===== src/rtl/coverage_toggle_collector_if.sv =====
// Drain stream of the toggle collector: one (index, count, seen) beat per
// accepted valid/ready handshake.
interface coverage_toggle_collector_if #(
  parameter int WIDTH = 64,
  parameter int CNT_W = 8
) ();
  localparam int IDX_W = $clog2(WIDTH);

  logic             out_valid;
  logic             out_ready;
  logic [IDX_W-1:0] out_idx;
  logic [CNT_W-1:0] out_count;
  logic             out_seen;

  modport master (output out_valid, out_idx, out_count, out_seen, input out_ready);
  modport slave  (input out_valid, out_idx, out_count, out_seen, output out_ready);
endinterface


===== src/rtl/coverage_toggle_collector.sv =====
// Per-bit saturating toggle counters over an observed state vector.
// COLLECT samples the vector, DRAIN streams (idx, count, seen) beats,
// DONE holds the results for readback until clear.
module coverage_toggle_collector #(
  parameter int WIDTH     = 64,
  parameter int CNT_W     = 8,
  parameter int TOTAL_W   = 32,
  parameter int SKIP_ZERO = 0
) (
  input  logic                         clock,
  input  logic                         reset,
  input  logic                         en,
  input  logic                         clear,
  input  logic                         finish,
  input  logic [WIDTH-1:0]             state,
  coverage_toggle_collector_if.master  drain,
  output logic [TOTAL_W-1:0]           total_toggles,
  output logic [$clog2(WIDTH+1)-1:0]   covered_bits,
  output logic                         busy,
  output logic                         done
);
  localparam int IDX_W  = $clog2(WIDTH);
  localparam int CW_W   = $clog2(WIDTH+1);
  localparam int TSUM_W = TOTAL_W + 1;

  typedef enum logic [1:0] {S_COLLECT, S_DRAIN, S_DONE} fsm_t;

  fsm_t                        fsm, fsm_nxt;
  logic [WIDTH-1:0][CNT_W-1:0] cnt, cnt_nxt;
  logic [WIDTH-1:0]            seen, seen_nxt;
  logic [WIDTH-1:0]            prev_state, prev_nxt;
  logic                        prev_valid, pv_nxt;
  logic [IDX_W-1:0]            idx, idx_nxt;
  logic [WIDTH-1:0]            tog;
  logic                        sample, zero_all, advance, last, valid_nxt;
  logic [CW_W-1:0]             pop_tog, pop_new, cov_nxt;
  logic [TSUM_W-1:0]           tsum;
  logic [TOTAL_W-1:0]          total_nxt;

  assign drain.out_idx = idx;
  assign last          = (idx == IDX_W'(WIDTH-1));
  // A beat held with out_valid=0 is a skipped zero-count index: always advance.
  assign advance       = drain.out_valid ? drain.out_ready : 1'b1;
  assign tog           = sample ? (state ^ prev_state) : '0;

  // Next-state and sampling control; clear beats finish in COLLECT.
  always_comb begin
    fsm_nxt  = fsm;
    idx_nxt  = idx;
    pv_nxt   = prev_valid;
    prev_nxt = prev_state;
    zero_all = 1'b0;
    sample   = 1'b0;
    unique case (fsm)
      S_COLLECT: begin
        if (clear) begin
          zero_all = 1'b1;
        end else begin
          if (en) begin
            // First enabled sample after reset/clear only primes prev_state.
            sample   = prev_valid;
            prev_nxt = state;
            pv_nxt   = 1'b1;
          end
          if (finish) begin
            fsm_nxt = S_DRAIN;
            idx_nxt = '0;
          end
        end
      end
      S_DRAIN: begin
        if (advance) begin
          if (last) fsm_nxt = S_DONE;
          else      idx_nxt = idx + 1'b1;
        end
      end
      S_DONE: begin
        if (clear) begin
          zero_all = 1'b1;
          fsm_nxt  = S_COLLECT;
        end
      end
      default: fsm_nxt = S_COLLECT;
    endcase
    if (zero_all) begin
      pv_nxt   = 1'b0;
      prev_nxt = '0;
      idx_nxt  = '0;
    end
  end

  // Per-bit saturating counters, sticky seen flags and the popcounts feeding
  // the global summaries.
  always_comb begin
    cnt_nxt  = cnt;
    seen_nxt = seen;
    pop_tog  = '0;
    pop_new  = '0;
    for (int i = 0; i < WIDTH; i++) begin
      pop_tog = pop_tog + CW_W'(tog[i]);
      pop_new = pop_new + CW_W'(tog[i] & ~seen[i]);
      if (zero_all) begin
        cnt_nxt[i]  = '0;
        seen_nxt[i] = 1'b0;
      end else if (tog[i]) begin
        if (cnt[i] != '1) cnt_nxt[i] = cnt[i] + 1'b1;
        seen_nxt[i] = 1'b1;
      end
    end
  end

  // Saturating total and covered-bit count.
  always_comb begin
    tsum      = {1'b0, total_toggles} + TSUM_W'(pop_tog);
    total_nxt = tsum[TOTAL_W] ? '1 : tsum[TOTAL_W-1:0];
    cov_nxt   = covered_bits + pop_new;
    if (zero_all) begin
      total_nxt = '0;
      cov_nxt   = '0;
    end
    // Payload is registered from next-cycle values so it lines up with out_valid.
    valid_nxt = (fsm_nxt == S_DRAIN) &&
                !((SKIP_ZERO != 0) && (cnt_nxt[idx_nxt] == '0));
  end

  // State, counters and registered outputs.
  always_ff @(posedge clock) begin
    if (reset) begin
      fsm             <= S_COLLECT;
      cnt             <= '0;
      seen            <= '0;
      prev_state      <= '0;
      prev_valid      <= 1'b0;
      idx             <= '0;
      total_toggles   <= '0;
      covered_bits    <= '0;
      drain.out_valid <= 1'b0;
      drain.out_count <= '0;
      drain.out_seen  <= 1'b0;
      busy            <= 1'b0;
      done            <= 1'b0;
    end else begin
      fsm             <= fsm_nxt;
      cnt             <= cnt_nxt;
      seen            <= seen_nxt;
      prev_state      <= prev_nxt;
      prev_valid      <= pv_nxt;
      idx             <= idx_nxt;
      total_toggles   <= total_nxt;
      covered_bits    <= cov_nxt;
      drain.out_valid <= valid_nxt;
      drain.out_count <= cnt_nxt[idx_nxt];
      drain.out_seen  <= seen_nxt[idx_nxt];
      busy            <= (fsm_nxt == S_DRAIN);
      done            <= (fsm_nxt == S_DONE);
    end
  end
endmodule


===== src/flat_wrapper.sv =====
// flat-port wrapper written by rule: the top's interface ports become plain ports
module coverage_toggle_collector_flat 
#(
  parameter int WIDTH     = 64,
  parameter int CNT_W     = 8,
  parameter int TOTAL_W   = 32,
  parameter int SKIP_ZERO = 0
)
  (clock, reset, en, clear, finish, state, total_toggles, covered_bits, busy, done, drain_out_valid, drain_out_idx, drain_out_count, drain_out_seen, drain_out_ready);
  coverage_toggle_collector_if #(.WIDTH(WIDTH), .CNT_W(CNT_W)) drain_i ();
  input  logic clock;
  input  logic reset;
  input  logic en;
  input  logic clear;
  input  logic finish;
  input  logic [WIDTH-1:0] state;
  output logic [TOTAL_W-1:0] total_toggles;
  output logic [$clog2(WIDTH+1)-1:0] covered_bits;
  output logic busy;
  output logic done;
  output wire logic [$bits(drain_i.out_valid)-1:0] drain_out_valid;
  output wire logic [$bits(drain_i.out_idx)-1:0] drain_out_idx;
  output wire logic [$bits(drain_i.out_count)-1:0] drain_out_count;
  output wire logic [$bits(drain_i.out_seen)-1:0] drain_out_seen;
  input wire logic [$bits(drain_i.out_ready)-1:0] drain_out_ready;
  assign drain_out_valid = drain_i.out_valid;
  assign drain_out_idx = drain_i.out_idx;
  assign drain_out_count = drain_i.out_count;
  assign drain_out_seen = drain_i.out_seen;
  assign drain_i.out_ready = drain_out_ready;
  coverage_toggle_collector #(.WIDTH(WIDTH), .CNT_W(CNT_W), .TOTAL_W(TOTAL_W), .SKIP_ZERO(SKIP_ZERO)) u_core (.clock(clock), .reset(reset), .en(en), .clear(clear), .finish(finish), .state(state), .drain(drain_i), .total_toggles(total_toggles), .covered_bits(covered_bits), .busy(busy), .done(done));
endmodule

===== config.mk =====
export PLATFORM = sky130hd
export DESIGN_NAME = coverage_toggle_collector_flat
export DESIGN_NICKNAME = d
export VERILOG_FILES = /design/src/rtl/coverage_toggle_collector_if.sv /design/src/rtl/coverage_toggle_collector.sv /design/src/flat_wrapper.sv
export SDC_FILE = /design/constraint.sdc
export NUM_CORES = 2
export LEC_CHECK = 0
export CAP_MARGIN = 30
export CORE_MARGIN = 8
export CORE_UTILIZATION = 28
export DETAILED_ROUTE_END_ITERATION = 8
export DONT_BUFFER_PORTS = 1
export PLACE_DENSITY = 0.42
export SLEW_MARGIN = 20
export SYNTH_ARGS = -nofsm -noshare
export SYNTH_HDL_FRONTEND = slang
export SYNTH_SLANG_ARGS = --single-unit

===== constraint.sdc =====
create_clock -name clock -period 11.2 [get_ports clock]
set_input_delay 2.24 -clock clock [delete_from_list [all_inputs] [get_ports clock]]
set_output_delay 2.24 -clock clock [all_outputs]
set_load 0.005 [all_outputs]

==> results.json <==
{
  "status": "completed",
  "port_buffers": 0,
  "htreeDepth": 3,
  "core.rowCount": 140,
  "critPathMaxFanout": 28,
  "fmax_mhz": 96.8,
  "hp-start": "u_core.prev_state[48]$_SDFFE_PP0P_",
  "cts.clk_slew.worst_paths_ps": 60,
  "synth_area_leader_cell": "dfxtp_1",
  "wirelength_um": 176000,
  "hold_viol_final": 0,
  "switchingPower_w": 0.00158,
  "dp.cells": 6819,
  "critical_path_class": "in -> reg",
  "cts_resized": 0,
  "synthToLayoutAreaGrowth_pct": 13.9,
  "timing.rr.start": "u_core.prev_valid$_SDFFE_PP0P_",
  "r2r_cells": 28,
  "drc": 0,
  "postCtsSetupBuffers": 0,
  "synth_fp_nets": 5295,
  "peakVddDrop_mv": 0.102,
  "viasPerCell": 5.36,
  "startpoint_type": "input pin",
  "worstPathArrival_ps": 10930,
  "clkPwrFrac": 0.510,
  "switching_share": 0.264,
  "grtUsageTotal": 0.215,
  "required_ps": 11800,
  "hold_class": "reg -> reg",
  "synth_cell_types": 112,
  "cts_buffer_depth": 3,
  "final_cells": 6992,
  "hpwl_um": 129000,
  "syn_area_per_cell_um2": 8.18,
  "yosysSeqAreaShare": 0.342,
  "synth_top_area_frac": 0.342,
  "dominantRegCellSynth": "dfxtp_1",
  "tightest_slew_ps": 1140,
  "initial_core_util": 0.282,
  "syn_area_mm2": 0.0409,
  "yosys_warnings": 0,
  "max_slew_margin": 0.243,
  "place.gp.congestion": 0.906,
  "fp.dieH_um": 398,
  "tns_ps": 0,
  "min_period_ps": 10330,
  "p_per_area_mw_per_mm2": 129,
  "postCtsHoldBufs": 0,
  "dieArea_mm2": 0.159,
  "seqPwrFrac": 0.419,
  "drive_gt1_frac": 0.0858,
  "wl_per_cell_um": 25.2,
  "hold_depth": 2,
  "combPwrFrac": 0.071,
  "rsz0062_at_grt": "false",
  "grt_overflow": 0,
  "cts_tree": "done",
  "final_core_util": 0.321,
  "cts_buffers": 90,
  "cts-root-buf": "clkbuf_16",
  "antenna_left": 0,
  "grt_pass1_vias": 35300,
  "ios": 127,
  "r2r_setup_slack_ps": 1680,
  "core-area_mm2": 0.145,
  "cp_slowest_cell": "fa_1",
  "grt_pass1_wl_um": 252000,
  "synth-edff-count": 0,
  "whs_endpoint": "u_core.prev_state[48]$_SDFFE_PP0P_",
  "final_nets": 5286,
  "synth_seq_cells": 699,
  "syn_inst": 5005,
  "dr.pass1.iters": 6,
  "drt_iter0_markers": 3342,
  "cap_violations": 0,
  "num_vias": 37400,
  "insertion_delay_ps": 720,
  "r2r-end": "u_core.total_toggles[25]$_SDFF_PP0_",
  "p_leak_nw": 17.1,
  "die_w_um": 398,
  "finalMaxSlewViolations": 0,
  "cp-end-kind": "flop",
  "setup_viol": 0,
  "path_common_cell": "fa_1",
  "fin_worst_skew_ps": 31.7,
  "intPower_w": 0.00442,
  "clock-sinks": 699,
  "synthTopCellsByArea": "dfxtp_1 (34%), nor2_1 (7.3%), fa_1 (5.4%)",
  "grt_antenna_before_repair": 16,
  "cpPeakStageDelay_ps": 570,
  "grt_max_degree": 135,
  "timing.final.crit_share": 0.922,
  "async_flop_share": 0
}
-- how the worst max path moves through the flow --
stage                     start                                   to  depth (start not counted)
final                     clear  u_core.total_toggles[25]$_SDFF_PP0_                         28
after floorplan           clear  u_core.total_toggles[10]$_SDFF_PP0_                         29
after global routing      clear  u_core.total_toggles[25]$_SDFF_PP0_                         28
after global placement    clear  u_core.total_toggles[25]$_SDFF_PP0_                         28
after detailed placement  clear  u_core.total_toggles[25]$_SDFF_PP0_                         28
after CTS                 clear  u_core.total_toggles[25]$_SDFF_PP0_                         28
-- synth_stat cells (37+ instances only) --
cell / number
mux2i_1: 171
nand4_1: 103
fa_1: 111
nand2_1: 504
and2_1: 66
nand2b_1: 69
a21oi_1: 205
o211ai_1: 41
a31oi_1: 57
ha_1: 109
clkbuf_1: 145
o22ai_1: 51
nor4_1: 37
o21ai_0: 124
dfxtp_1: 699
inv_1: 186
nor3_1: 194
xnor2_1: 168
xor2_1: 167
nand3_1: 263
nor2_1: 791
buf_2: 57
and3_1: 115
-- flip-flops by register name, summed over array words and instances, names as in the netlist --
register / cells
u_core.cnt: 512
u_core.drain.out_count: 8
u_core.fsm: 2
u_core.prev_state: 64
u_core.seen: 64
u_core.drain.out_idx: 6
u_core.drain.out_seen: 1
u_core.covered_bits: 7
u_core.done: 1
u_core.drain.out_valid: 1
u_core.prev_valid: 1
u_core.total_toggles: 32
-- stage by stage --
stage                     setup slack, ps  cell area [µm²]  hold WS, ps  power [W]
after global routing                  516            46600          478    0.00621
final                                 869            46700          463    0.00600
after global placement                211            43400          452    0.00300
after detailed placement              164            43500          459    0.00299
after CTS                             914            46600          466    0.00608
after floorplan                       616            40900          438    0.00280
-- layer usage --
metal  global-route usage  part of all wire  up-vias
li1                     -                 -    17600
met1                0.293              0.45    18400
met2                0.341              0.45     1226
met3               0.0383             0.067      250
met4               0.0720             0.033        2
met5                    0          0.000074        -
-- cells by family (layout without fill, tap and decap cells) --
logic type,count (synthesis),in the layout,synth area share
multiplexers,198,198,0.0498
buffers and inverters,441,504,0.0448
adder cells (fa/ha/maj),220,220,0.0876
AND/OR/NAND/NOR,2323,2323,0.273
XOR/XNOR,337,337,0.0724
other,0,7,0
flip-flops,699,699,0.342
AO/OA/AOI/OAI,787,787,0.131
-- power by group through the flow --
stage               logic, W  registers, W  clock network (W)
floorplan           0.000241       0.00256                  0
global placement    0.000422       0.00257                  0
CTS                 0.000425       0.00252            0.00314
finish              0.000426       0.00252            0.00306
detailed placement  0.000422       0.00257                  0
global route        0.000452       0.00252            0.00324
-- critical path, delay by kind of cell --
| kind | cells | cell delay [ps] |
|---|---|---|
| adder cells (fa/ha/maj) | 12 | 5560 |
| AO/OA/AOI/OAI | 6 | 1190 |
| AND/OR/NAND/NOR | 5 | 1000 |
| buffers and inverters | 5 | 910 |
-- area by class of cell --
type / count / area, µm²
clock inverters: 30 / 380
multi-input cells: 3865 / 25300
flip-flops and latches: 699 / 14000
inverters: 197 / 739
fillers: 15500 / 98700
well taps: 1917 / 2400
clock buffers: 134 / 2680
repair buffers: 143 / 1190
diodes: 7 / 17.5
-- cells in the final DEF (no fill, tap or decap), types with 51 or more instances in the layout --
cell type  synthesis  final
nor2_1           791    781
dfxtp_1          699    698
nand2_1          504    504
nand3_1          263    263
a21oi_1          205    203
nor3_1           194    194
inv_1            186    186
mux2i_1          171    171
xnor2_1          168    168
xor2_1           167    167
buf_4              4    129
o21ai_0          124    124
and3_1           115    115
fa_1             111    111
ha_1             109    109
nand4_1          103    103
clkbuf_16          0     91
nand2b_1          69     67
and2_1            66     66
a31oi_1           57     57
o22ai_1           51     51
No activity file was read; power rests on OpenSTA's default activity.
